### src/rtl/md_seq_pkg.sv
// Shared types and constants for the multiply/divide sequencer.
package md_seq_pkg;

    // Sequencer FSM states
    typedef enum logic [1:0] {
        StIdle  = 2'd0,
        StRun   = 2'd1,
        StWrite = 2'd2,
        StExcp  = 2'd3
    } md_state_e;

    // Reason an operation ends in the exception state
    typedef enum logic {
        CauseDiv0    = 1'b0,
        CauseTimeout = 1'b1
    } excp_cause_e;

    // Operation select encodings as presented on op_div
    localparam logic OP_MULT = 1'b0;
    localparam logic OP_DIV  = 1'b1;

    // Saturating increment for the 16-bit performance counters
    function automatic logic [15:0] sat_inc16(input logic [15:0] value);
        return (value == 16'hFFFF) ? value : value + 16'd1;
    endfunction

endpackage

### src/rtl/md_timeout_counter.sv
// Clearable, saturating RUN-cycle counter with a terminal-count flag at MAX_CYCLES-1.
module md_timeout_counter #(
    parameter int unsigned MAX_CYCLES = 34,
    parameter int unsigned CNT_W      = 6
) (
    input  logic clock,
    input  logic reset,
    input  logic clear,
    input  logic enable,
    output logic terminal
);

    logic [CNT_W-1:0] count_q;

    // Count enabled cycles; clear has priority and the count sticks at all-ones
    always_ff @(posedge clock) begin
        if (reset || clear) begin
            count_q <= '0;
        end else if (enable && (count_q != {CNT_W{1'b1}})) begin
            count_q <= count_q + 1'b1;
        end
    end

    assign terminal = (count_q == CNT_W'(MAX_CYCLES - 1));

endmodule

### src/rtl/md_sequencer.sv
// Multiply/divide sequencer: starts the unit, waits for done, commits HI/LO or
// raises a divide-by-zero / timeout exception, and stalls mfhi/mflo while busy.
// Optional build macro MD_PERF_CNT_EN adds perf_ops / perf_stall counters.
module md_sequencer
    import md_seq_pkg::*;
#(
    parameter int unsigned MAX_CYCLES = 34,
    parameter int unsigned CNT_W      = 6
) (
    input  logic        clock,
    input  logic        reset,
    input  logic        start,
    input  logic        op_div,
    input  logic        done,
    input  logic        div_by0,
    input  logic        hilo_read_req,
    output logic        hd_control,
    output logic        hi_write,
    output logic        lo_write,
    output logic        busy,
    output logic        stall,
    output logic        op_done,
    output logic        excp_div0,
    output logic        excp_timeout
`ifdef MD_PERF_CNT_EN
    ,
    output logic [15:0] perf_ops,
    output logic [15:0] perf_stall
`endif
);

    md_state_e   state_q;
    logic        op_q;
    logic        terminal;
    logic        div0_hit;
    logic        run_excp;
    excp_cause_e run_cause;

    md_timeout_counter #(
        .MAX_CYCLES (MAX_CYCLES),
        .CNT_W      (CNT_W)
    ) u_timeout_counter (
        .clock    (clock),
        .reset    (reset),
        .clear    (state_q == StIdle),
        .enable   (state_q == StRun),
        .terminal (terminal)
    );

    // Decide the RUN exit: div0 beats done, done beats the timeout
    always_comb begin
        div0_hit  = (op_q == OP_DIV) && div_by0;
        run_excp  = div0_hit || (!done && terminal);
        run_cause = div0_hit ? CauseDiv0 : CauseTimeout;
    end

    // Sequencer FSM with registered outputs; pulses default low every cycle
    always_ff @(posedge clock) begin
        if (reset) begin
            state_q      <= StIdle;
            op_q         <= OP_MULT;
            hd_control   <= 1'b0;
            hi_write     <= 1'b0;
            lo_write     <= 1'b0;
            busy         <= 1'b0;
            op_done      <= 1'b0;
            excp_div0    <= 1'b0;
            excp_timeout <= 1'b0;
        end else begin
            hd_control   <= 1'b0;
            hi_write     <= 1'b0;
            lo_write     <= 1'b0;
            op_done      <= 1'b0;
            excp_div0    <= 1'b0;
            excp_timeout <= 1'b0;
            unique case (state_q)
                StIdle: begin
                    if (start) begin
                        op_q       <= op_div;
                        state_q    <= StRun;
                        hd_control <= 1'b1;
                        busy       <= 1'b1;
                    end
                end
                StRun: begin
                    if (run_excp) begin
                        state_q      <= StExcp;
                        excp_div0    <= (run_cause == CauseDiv0);
                        excp_timeout <= (run_cause == CauseTimeout);
                    end else if (done) begin
                        state_q  <= StWrite;
                        hi_write <= 1'b1;
                        lo_write <= 1'b1;
                        op_done  <= 1'b1;
                    end
                end
                StWrite, StExcp: begin
                    state_q <= StIdle;
                    busy    <= 1'b0;
                end
                default: begin
                    state_q <= StIdle;
                    busy    <= 1'b0;
                end
            endcase
        end
    end

    assign stall = hilo_read_req & busy;

`ifdef MD_PERF_CNT_EN
    // Saturating counts of commits and stalled cycles
    always_ff @(posedge clock) begin
        if (reset) begin
            perf_ops   <= 16'd0;
            perf_stall <= 16'd0;
        end else begin
            if (op_done) begin
                perf_ops <= sat_inc16(perf_ops);
            end
            if (stall) begin
                perf_stall <= sat_inc16(perf_stall);
            end
        end
    end
`endif

endmodule

### config.mk
export PLATFORM = sky130hd
export DESIGN_NAME = md_sequencer
export DESIGN_NICKNAME = d
export VERILOG_FILES = /design/src/rtl/md_seq_pkg.sv /design/src/rtl/md_timeout_counter.sv /design/src/rtl/md_sequencer.sv
export SDC_FILE = /design/constraint.sdc
export NUM_CORES = 1
export LEC_CHECK = 0
export ABC_AREA = 1
export ABC_CLOCK_PERIOD_IN_PS = 1300
export CAP_MARGIN = 20
export CORE_MARGIN = 2
export CORE_UTILIZATION = 35
export CTS_CLUSTER_DIAMETER = 40
export DETAILED_ROUTE_END_ITERATION = 7
export HOLD_SLACK_MARGIN = 0.06
export PLACE_DENSITY = 0.68
export SLEW_MARGIN = 30
export SYNTH_ARGS = -nofsm -noshare
export SYNTH_HDL_FRONTEND = slang
export SYNTH_SLANG_ARGS = --single-unit
### constraint.sdc
create_clock -name clock -period 1.3 [get_ports clock]
set_input_delay 0.26 -clock clock [delete_from_list [all_inputs] [get_ports clock]]
set_output_delay 0.26 -clock clock [all_outputs]
set_load 0.02 [all_outputs]
==> impl_summary.log, run 1 <==
[metrics] vias per std cell: approximately 4.5
[metrics] Worst Hold Depth: 2
[metrics] I/O pin count: 15
[metrics] number of sinks handled by clock tree synthesis: 14
[metrics] Post-Synthesis Cells: 85
[metrics] endpoints failing hold: 0
[metrics] slew at the pin closest to its max-slew limit: roughly 0.24 ns
[metrics] floorplan core area: 1710 µm²
[metrics] final worst setup slack: 0.0659 ns
[metrics] Synth cell types: 17
[metrics] clock-pin slew on the worst setup and hold paths: 0.08 ns
[metrics] required arrival time at the worst endpoint: approximately 1.0 ns
[metrics] Site Rows: 15
[metrics] worst hold path type: flop to flop
[metrics] status: finished, final reports clean
[metrics] area share of and/or/nand/nor cells after synthesis: between 20% and 30%
[metrics] leading cell type by number of instances after synthesis: sky130_fd_sc_hd__nand2_1
[metrics] Max FO, Critical Path: 3
[metrics] total placed instance area: 823 µm²
[metrics] slowest cell on the critical path: sky130_fd_sc_hd__dfxtp_1
[metrics] worst path arrival time: slightly below 1 ns
[metrics] clock period minus worst slack: 1.23 ns
[metrics] worst setup path class: flop to primary output
[metrics] Die X-Extent: 46.4 µm
[metrics] pwr/cell area: between 1000 and 1500 nW/µm²
[metrics] filler cell count: approximately 170
[metrics] wire per inst: slightly above 9 µm
[metrics] deepest clock path buffer count: 2
[metrics] share of the synthesized area in compound gates (AO/OA/AOI/OAI): 8.75%
[metrics] fraction of final layout cells sized beyond drive strength 1: around 16%
[metrics] Reg2Reg Depth: 7
[metrics] multiplexer share of the synthesized area: 0%
[metrics] hold buffer count at cts: 0
[metrics] largest area contributor in the netlist: sky130_fd_sc_hd__dfxtp_1
[metrics] Cells after DPL: 127
[metrics] switching portion of total power: between 20% and 30%
[metrics] final setup violation count: 0
[metrics] net total in the final layout: approximately 120
[metrics] final max-slew violation count: 0
[metrics] internal power: roughly 0.00066 W
[metrics] Async S/R FF share, synth: 0%
[metrics] Port Buffers: 14
[metrics] netlist area before placement: 629 µm²
[metrics] final-layout worst hold slack: 0.465 ns
[metrics] wire length reported by the detailed router: approximately 1200 µm
[metrics] DRC Markers: 0
[metrics] maximum level of the CTS H-tree: 1
[metrics] Layout Cell Area excl Fill: 857 µm²
[metrics] Synth Net Count: 94
[metrics] Worst setup SP type: flop
[metrics] worst clock skew: 0.00134 ns
[metrics] share of the synthesized area in the top cell type: 44.5%
[metrics] number of enable-type register cells in the synthesized netlist: 0
[metrics] clock latency of the later-clocked register in the worst-skew pair: 0.28 ns
[metrics] flip-flop and latch count after synthesis: 14
[metrics] CP delay by family, top: flip-flops
[metrics] vias in the first global route: between 500 and 600
[metrics] synth cell count leaders: sky130_fd_sc_hd__nand2_1, sky130_fd_sc_hd__dfxtp_1, sky130_fd_sc_hd__inv_1
[metrics] root buffer selected by CTS: sky130_fd_sc_hd__clkbuf_4
[metrics] upper clock frequency limit: 0.810 GHz
[metrics] most common flop cell mapped by yosys: sky130_fd_sc_hd__dfxtp_1
[metrics] Leak Pwr: 0.395 nW
[metrics] CP Capture Type: primary output
[metrics] floorplan die area: 2150 µm²
[metrics] proportion of synthesized chip area in sequential cells: 44.5%
[metrics] total number of cells along the worst setup path: 1
[metrics] routability-driven placement congestion ratio: 0.846
[metrics] die boundary height: 46.4 µm
[metrics] TritonCTS clock tree: done
[metrics] Detail Route Antenna Nets: 0
[metrics] Mean Syn Cell Area: 7.40 µm²
[metrics] number of warnings printed during yosys synthesis: 0
[metrics] non-filler instance count after layout: 132
[metrics] worst path cell trace: dlygate4sd2_1
[metrics] share of total power in the clock network: 35.8%
[metrics] drt first pass iters: 6
[metrics] number of vias after detailed routing: 594
[metrics] maximum number of pins on one net before global-route repair: 9
[metrics] dominant combinational cell family by area after synthesis: simple AND/OR/NAND/NOR gates
[metrics] buffer and inverter count on the worst path: 1
[metrics] net switching power: 0.000220 W
[metrics] Iteration-0 DRC Markers: 5
[metrics] cell types with the largest area share after synthesis: sky130_fd_sc_hd__dfxtp_1, sky130_fd_sc_hd__nand2_1, sky130_fd_sc_hd__inv_1
[metrics] Synth-to-Final Area Change: 36.2%
[metrics] initial standard-cell utilization of the core: 36.8%
[metrics] total routing resource utilization after global routing: 13.2%
[metrics] antenna diode count: 0
[metrics] worst vdd ir: roughly 0.84 mV
[metrics] sequential power share: approximately half
[metrics] global-route wire length before repair: 1950 µm
[metrics] setup repair after global routing missed its margin: true
[metrics] detailed placer's ending HPWL: 998 µm
[metrics] clock buffer count from CTS: 3
[metrics] biggest cell delay along the critical path: roughly 0.35 ns
[metrics] worst relative slew slack: 83.8%
[metrics] antenna violations before repair: 0
[metrics] fin util: 50.2%
[metrics] pre-CTS setup slack: -0.353 ns
[metrics] GR Overflow Total: 0
[metrics] crit share post-route: 94.9%
[metrics] XOR/XNOR Fraction of Synth Area: ~4.2%
[metrics] Synth Area in Adders: 3.98%
[metrics] max cap viols: 0
[metrics] fraction of power consumed by combinational cells: 13.1%
-- power groups by stage --
stage	sequential [W]	combinational, W	clock (W)
6_report	0.000451	0.000116	0.000316
5_1_grt	0.000453	0.000128	0.000348
4_1_cts	0.000451	0.000118	0.000328
3_5_place_dp	0.000461	0.000125	0
3_3_place_gp	0.000460	0.000122	0
2_1_floorplan	0.000470	0.0000576	0
-- layer usage --
metal | GRT usage [%] | up-vias | share of wire (%)
li1 | - | 308 | -
met1 | 13.9 | 268 | 43
met2 | 23.6 | 18 | 49
met3 | 7.06 | 0 | 7.6
met4 | 1.71 | 0 | 0
met5 | 0 | - | 0
-- cells by family (layout without fill, tap and decap cells) --
kind of cell    count (synthesis)  after routing
simple gates                   41             41
xor+xnor                        3              3
buf+inv                        14             36
compound gates                 11             11
flops                          14             14
fa+ha+maj                       2              2
-- cells in the final DEF, fill, tap and decap left out, types with 2 or more instances in the layout --
cell                              count
sky130_fd_sc_hd__a21oi_1              8
sky130_fd_sc_hd__clkdlybuf4s50_1      6
sky130_fd_sc_hd__nor3_1               2
sky130_fd_sc_hd__dfxtp_1             13
sky130_fd_sc_hd__dlygate4sd2_1        7
sky130_fd_sc_hd__nand2_1             24
sky130_fd_sc_hd__clkbuf_4             3
sky130_fd_sc_hd__nor2_1               9
sky130_fd_sc_hd__o21ai_0              2
sky130_fd_sc_hd__nand3_1              2
sky130_fd_sc_hd__xor2_1               2
sky130_fd_sc_hd__inv_1               11
sky130_fd_sc_hd__buf_4                6
-- metrics by stage --
stage	TNS [ns]	total power [W]
after global placement	-0.355	0.000583
after CTS	0	0.000896
after floorplan	0	0.000527
final	0	0.000882
after global routing	-0.0102	0.000929
after detailed placement	-0.422	0.000587
-- path summary, 6_finish.rpt --
path	from	endpoint	slack, ns
setup / recovery	busy	busy	0.07
hold / removal	op_q	op_q	0.46
setup reg to reg	u_timeout_counter.count_q[0]	u_timeout_counter.count_q[0]	0.07
hold reg to reg	op_q	op_q	0.46
-- registers in the layout, indices dropped and copies added (netlist names) --
register and cells:
op_done 1, busy 1, hd_control 1, excp_timeout 1, op_q 1, excp_div0 1
u_timeout_counter.count_q 6, state_q 2
-- repair_timing --
item	CTS	global route
setup endpoints to repair	8	7
gates resized for setup	11	3
pin swaps	0	1
buffers inserted	0	1
-- area by class of cell --
cell class | count | area (µm²) | area share, %
Multi-Input combinational cell | 57 | 287 | 33.4
Sequential cell | 14 | 282 | 32.8
Timing Repair Buffer | 20 | 171 | 20.0
Inverter | 12 | 50.0 | 5.84
Clock buffer | 4 | 36.3 | 4.23
Tap cell | 25 | 31.3 | 3.65
Note: power is estimated with default switching activity, not from simulation.
==> run 2: changes to the inputs <==
- CORE_UTILIZATION: 35 -> 41
- PLACE_DENSITY: 0.68 -> 0.77
==> run 2 against run 1 <==
  * Sequential cell count did not move
  * Wire length fell by 8.7%
  * Utilization is 7.4 points higher
  * Global-route usage down 0.079 points
  * Non-clock buffer count fell by 1
  * Final cell count shrank 8.3%
  * Die area decreased by 13%
  * Via count is 7.2% lower
  * Fmax rose by 1.8%
  * Clock power shrank 28%
  * Hold slack better by 0.0010 ns
  * Highest routed layer unchanged
==> impl_summary.log, run 2 (synthesis results as in run 1) <==
[metrics] status: finished, final reports clean
[metrics] required arrival time at the worst endpoint: 1.04 ns
[metrics] maximum number of pins on one net before global-route repair: 9
[metrics] most common cell after layout, fill and taps aside: sky130_fd_sc_hd__nand2_1
[metrics] Die X-Extent: 43.2 µm
[metrics] registers with the most flip-flops: u_timeout_counter.count_q x6, state_q x2
[metrics] Layout Cell Area excl Fill: 847 µm²
[metrics] GR Overflow Total: 0
[metrics] register containing the most flip-flops in the final layout: u_timeout_counter.count_q
[metrics] global-route wire length before repair: around 1800 µm
[metrics] wire length reported by the detailed router: approximately 1100 µm
[metrics] Site Rows: 14
[metrics] endpoint with the worst hold slack: op_q
[metrics] number of vias after detailed routing: approximately 550
[metrics] Worst Hold Depth: 2
[metrics] number of sinks handled by clock tree synthesis: 14
[metrics] Synth-to-Final Area Change: 34.6%
[metrics] pwr/cell area: 936 nW/µm²
[metrics] worst reg2reg setup slack: ~0.088 ns
[metrics] total routing resource utilization after global routing: 13.1%
[metrics] top library cells by usage in the layout, fill and taps aside: sky130_fd_sc_hd__nand2_1, sky130_fd_sc_hd__dfxtp_1, sky130_fd_sc_hd__inv_1, sky130_fd_sc_hd__nor2_1, sky130_fd_sc_hd__a21oi_1
[metrics] clock period minus worst slack: 1.21 ns
[metrics] max FFs per register: 6
[metrics] DRC Markers: 0
[metrics] fraction of final layout cells sized beyond drive strength 1: 14.3%
[metrics] upper clock frequency limit: between 0.8 and 0.9 GHz
[metrics] pre-CTS setup slack: -0.349 ns
[metrics] fin util: between 50% and 60%
[metrics] vias in the first global route: 465
[metrics] maximum level of the CTS H-tree: 1
[metrics] sequential cell area: 282 µm²
[metrics] destination of the worst register-to-register timing path: u_timeout_counter.count_q[0]
[metrics] clock latency of the later-clocked register in the worst-skew pair: 0.26 ns
[metrics] Leak Pwr: 0.383 nW
[metrics] antenna violations before repair: 0
[metrics] Iteration-0 DRC Markers: 5
[metrics] CP delay by family, top: flip-flops
[metrics] worst setup path class: flop to primary output
[metrics] final worst setup slack: 0.0877 ns
[metrics] endpoints failing hold: 0
[metrics] final-layout worst hold slack: 0.466 ns
[metrics] Max FO, Critical Path: 3
[metrics] CP Capture Type: primary output
[metrics] hold buffer count at cts: 0
[metrics] TritonCTS clock tree: done
[metrics] Reg2Reg Depth: 7
[metrics] die boundary height: 43.2 µm
[metrics] final setup violation count: 0
[metrics] slowest cell on the critical path: sky130_fd_sc_hd__dfxtp_1
[metrics] Detail Route Antenna Nets: 0
[metrics] worst path arrival time: 0.95 ns
[metrics] drt first pass iters: 4
[metrics] antenna diode count: 0
[metrics] max cap viols: 0
[metrics] floorplan die area: ~1900 µm²
[metrics] total placed instance area: 805 µm²
[metrics] worst hold path type: flop to flop
[metrics] setup repair after global routing missed its margin: false
[metrics] r2r startpoint: u_timeout_counter.count_q[1]
[metrics] biggest cell delay along the critical path: between 0.3 and 0.4 ns
[metrics] Worst setup SP type: flop
[metrics] source of the worst hold timing path: op_q
[metrics] clock buffer count from CTS: 3
[metrics] I/O pin count: 15
[metrics] final max-slew violation count: 0
[metrics] initial standard-cell utilization of the core: between 40% and 50%
[metrics] total area of multi-input combinational cells: between 300 and 400 µm²
[metrics] net total in the final layout: 116
[metrics] routability-driven placement congestion ratio: 0.760
[metrics] crit share post-route: 93.3%
[metrics] wire per inst: 9.21 µm
[metrics] clock-pin slew on the worst setup and hold paths: 0.08 ns
[metrics] deepest clock path buffer count: 2
[metrics] worst clock skew: 0.000264 ns
[metrics] detailed placer's ending HPWL: between 800 and 900 µm
[metrics] worst relative slew slack: between 80% and 90%
[metrics] buffer and inverter count on the worst path: 1
[metrics] root buffer selected by CTS: sky130_fd_sc_hd__clkbuf_4
[metrics] worst vdd ir: 0.392 mV
[metrics] Port Buffers: 14
[metrics] filler cell count: 154
[metrics] worst path cell trace: dlygate4sd2_1
[metrics] floorplan core area: 1470 µm²
[metrics] slew at the pin closest to its max-slew limit: 0.255 ns
[metrics] vias per std cell: 4.55
run 2: cell types whose count changed in the layout (fill, tap and decap cells not counted), sizes merged:
| cell | previous run | this run |
|---|---|---|
| buf | 7 | 6 |
| clkbuf | 4 | 3 |
run 2: area by class of cell:
class                           instances  area share (%)
Inverter                               12            5.91
Multi-Input combinational cell         57            36.5
Sequential cell                        14            33.2
Tap cell                               16            2.36
Timing Repair Buffer                   19            19.4
Clock buffer                            3            2.66
run 2: how the worst max path moves through the flow:
stage | depth (start not counted) | from | end | slack, ns
after global placement | 4 | hilo_read_req | stall | -0.35
after CTS | 7 | u_timeout_counter.count_q[1] | u_timeout_counter.count_q[0] | 0.03
after detailed placement | 4 | hilo_read_req | stall | -0.35
after floorplan | 6 | u_timeout_counter.count_q[0] | u_timeout_counter.count_q[1] | 0.11
final | 1 | busy | busy | 0.09
after global routing | 7 | u_timeout_counter.count_q[1] | u_timeout_counter.count_q[2] | 0.007
run 2: what timing repair did:
action	4_1_cts	5_1_grt
pin swaps	0	2
resized for setup	11	5
cloned	0	0
buffers inserted	0	1
setup endpoints to repair	8	6
run 2: where the power goes:
group          switching, W  internal, W
Sequential       0.00000809     0.000444
Clock              0.000122     0.000107
Combinational     0.0000641    0.0000481
run 2: worst register-to-register path, cell delays in order (launching register included):
cell                       delay [ns]
sky130_fd_sc_hd__dfxtp_2         0.35
sky130_fd_sc_hd__ha_4            0.17
sky130_fd_sc_hd__nand3_4         0.10
sky130_fd_sc_hd__nor2_4          0.04
sky130_fd_sc_hd__nor2_4          0.22
sky130_fd_sc_hd__clkinv_4        0.10
sky130_fd_sc_hd__nand2_1         0.07
sky130_fd_sc_hd__a21oi_1         0.06
run 2: layer usage:
metal / vias up / global-route usage, % / share of wire (%)
li1: 304 / - / -
met3: 0 / 2.55 / 7.6
met2: 17 / 20.6 / 47
met4: 0 / 7.27 / 0
met1: 230 / 16.7 / 45
met5: - / 0 / 0
run 2: through the flow:
| step | instances | power [W] | setup TNS, ns |
|---|---|---|---|
| 3_3_place_gp | 117 | 0.000581 | -0.383 |
| 4_1_cts | 120 | 0.000809 | 0 |
| 6_report | 121 | 0.000793 | 0 |
| 5_1_grt | 121 | 0.000841 | 0 |
| 2_1_floorplan | 85 | 0.000527 | 0 |
| 3_5_place_dp | 117 | 0.000583 | -0.389 |
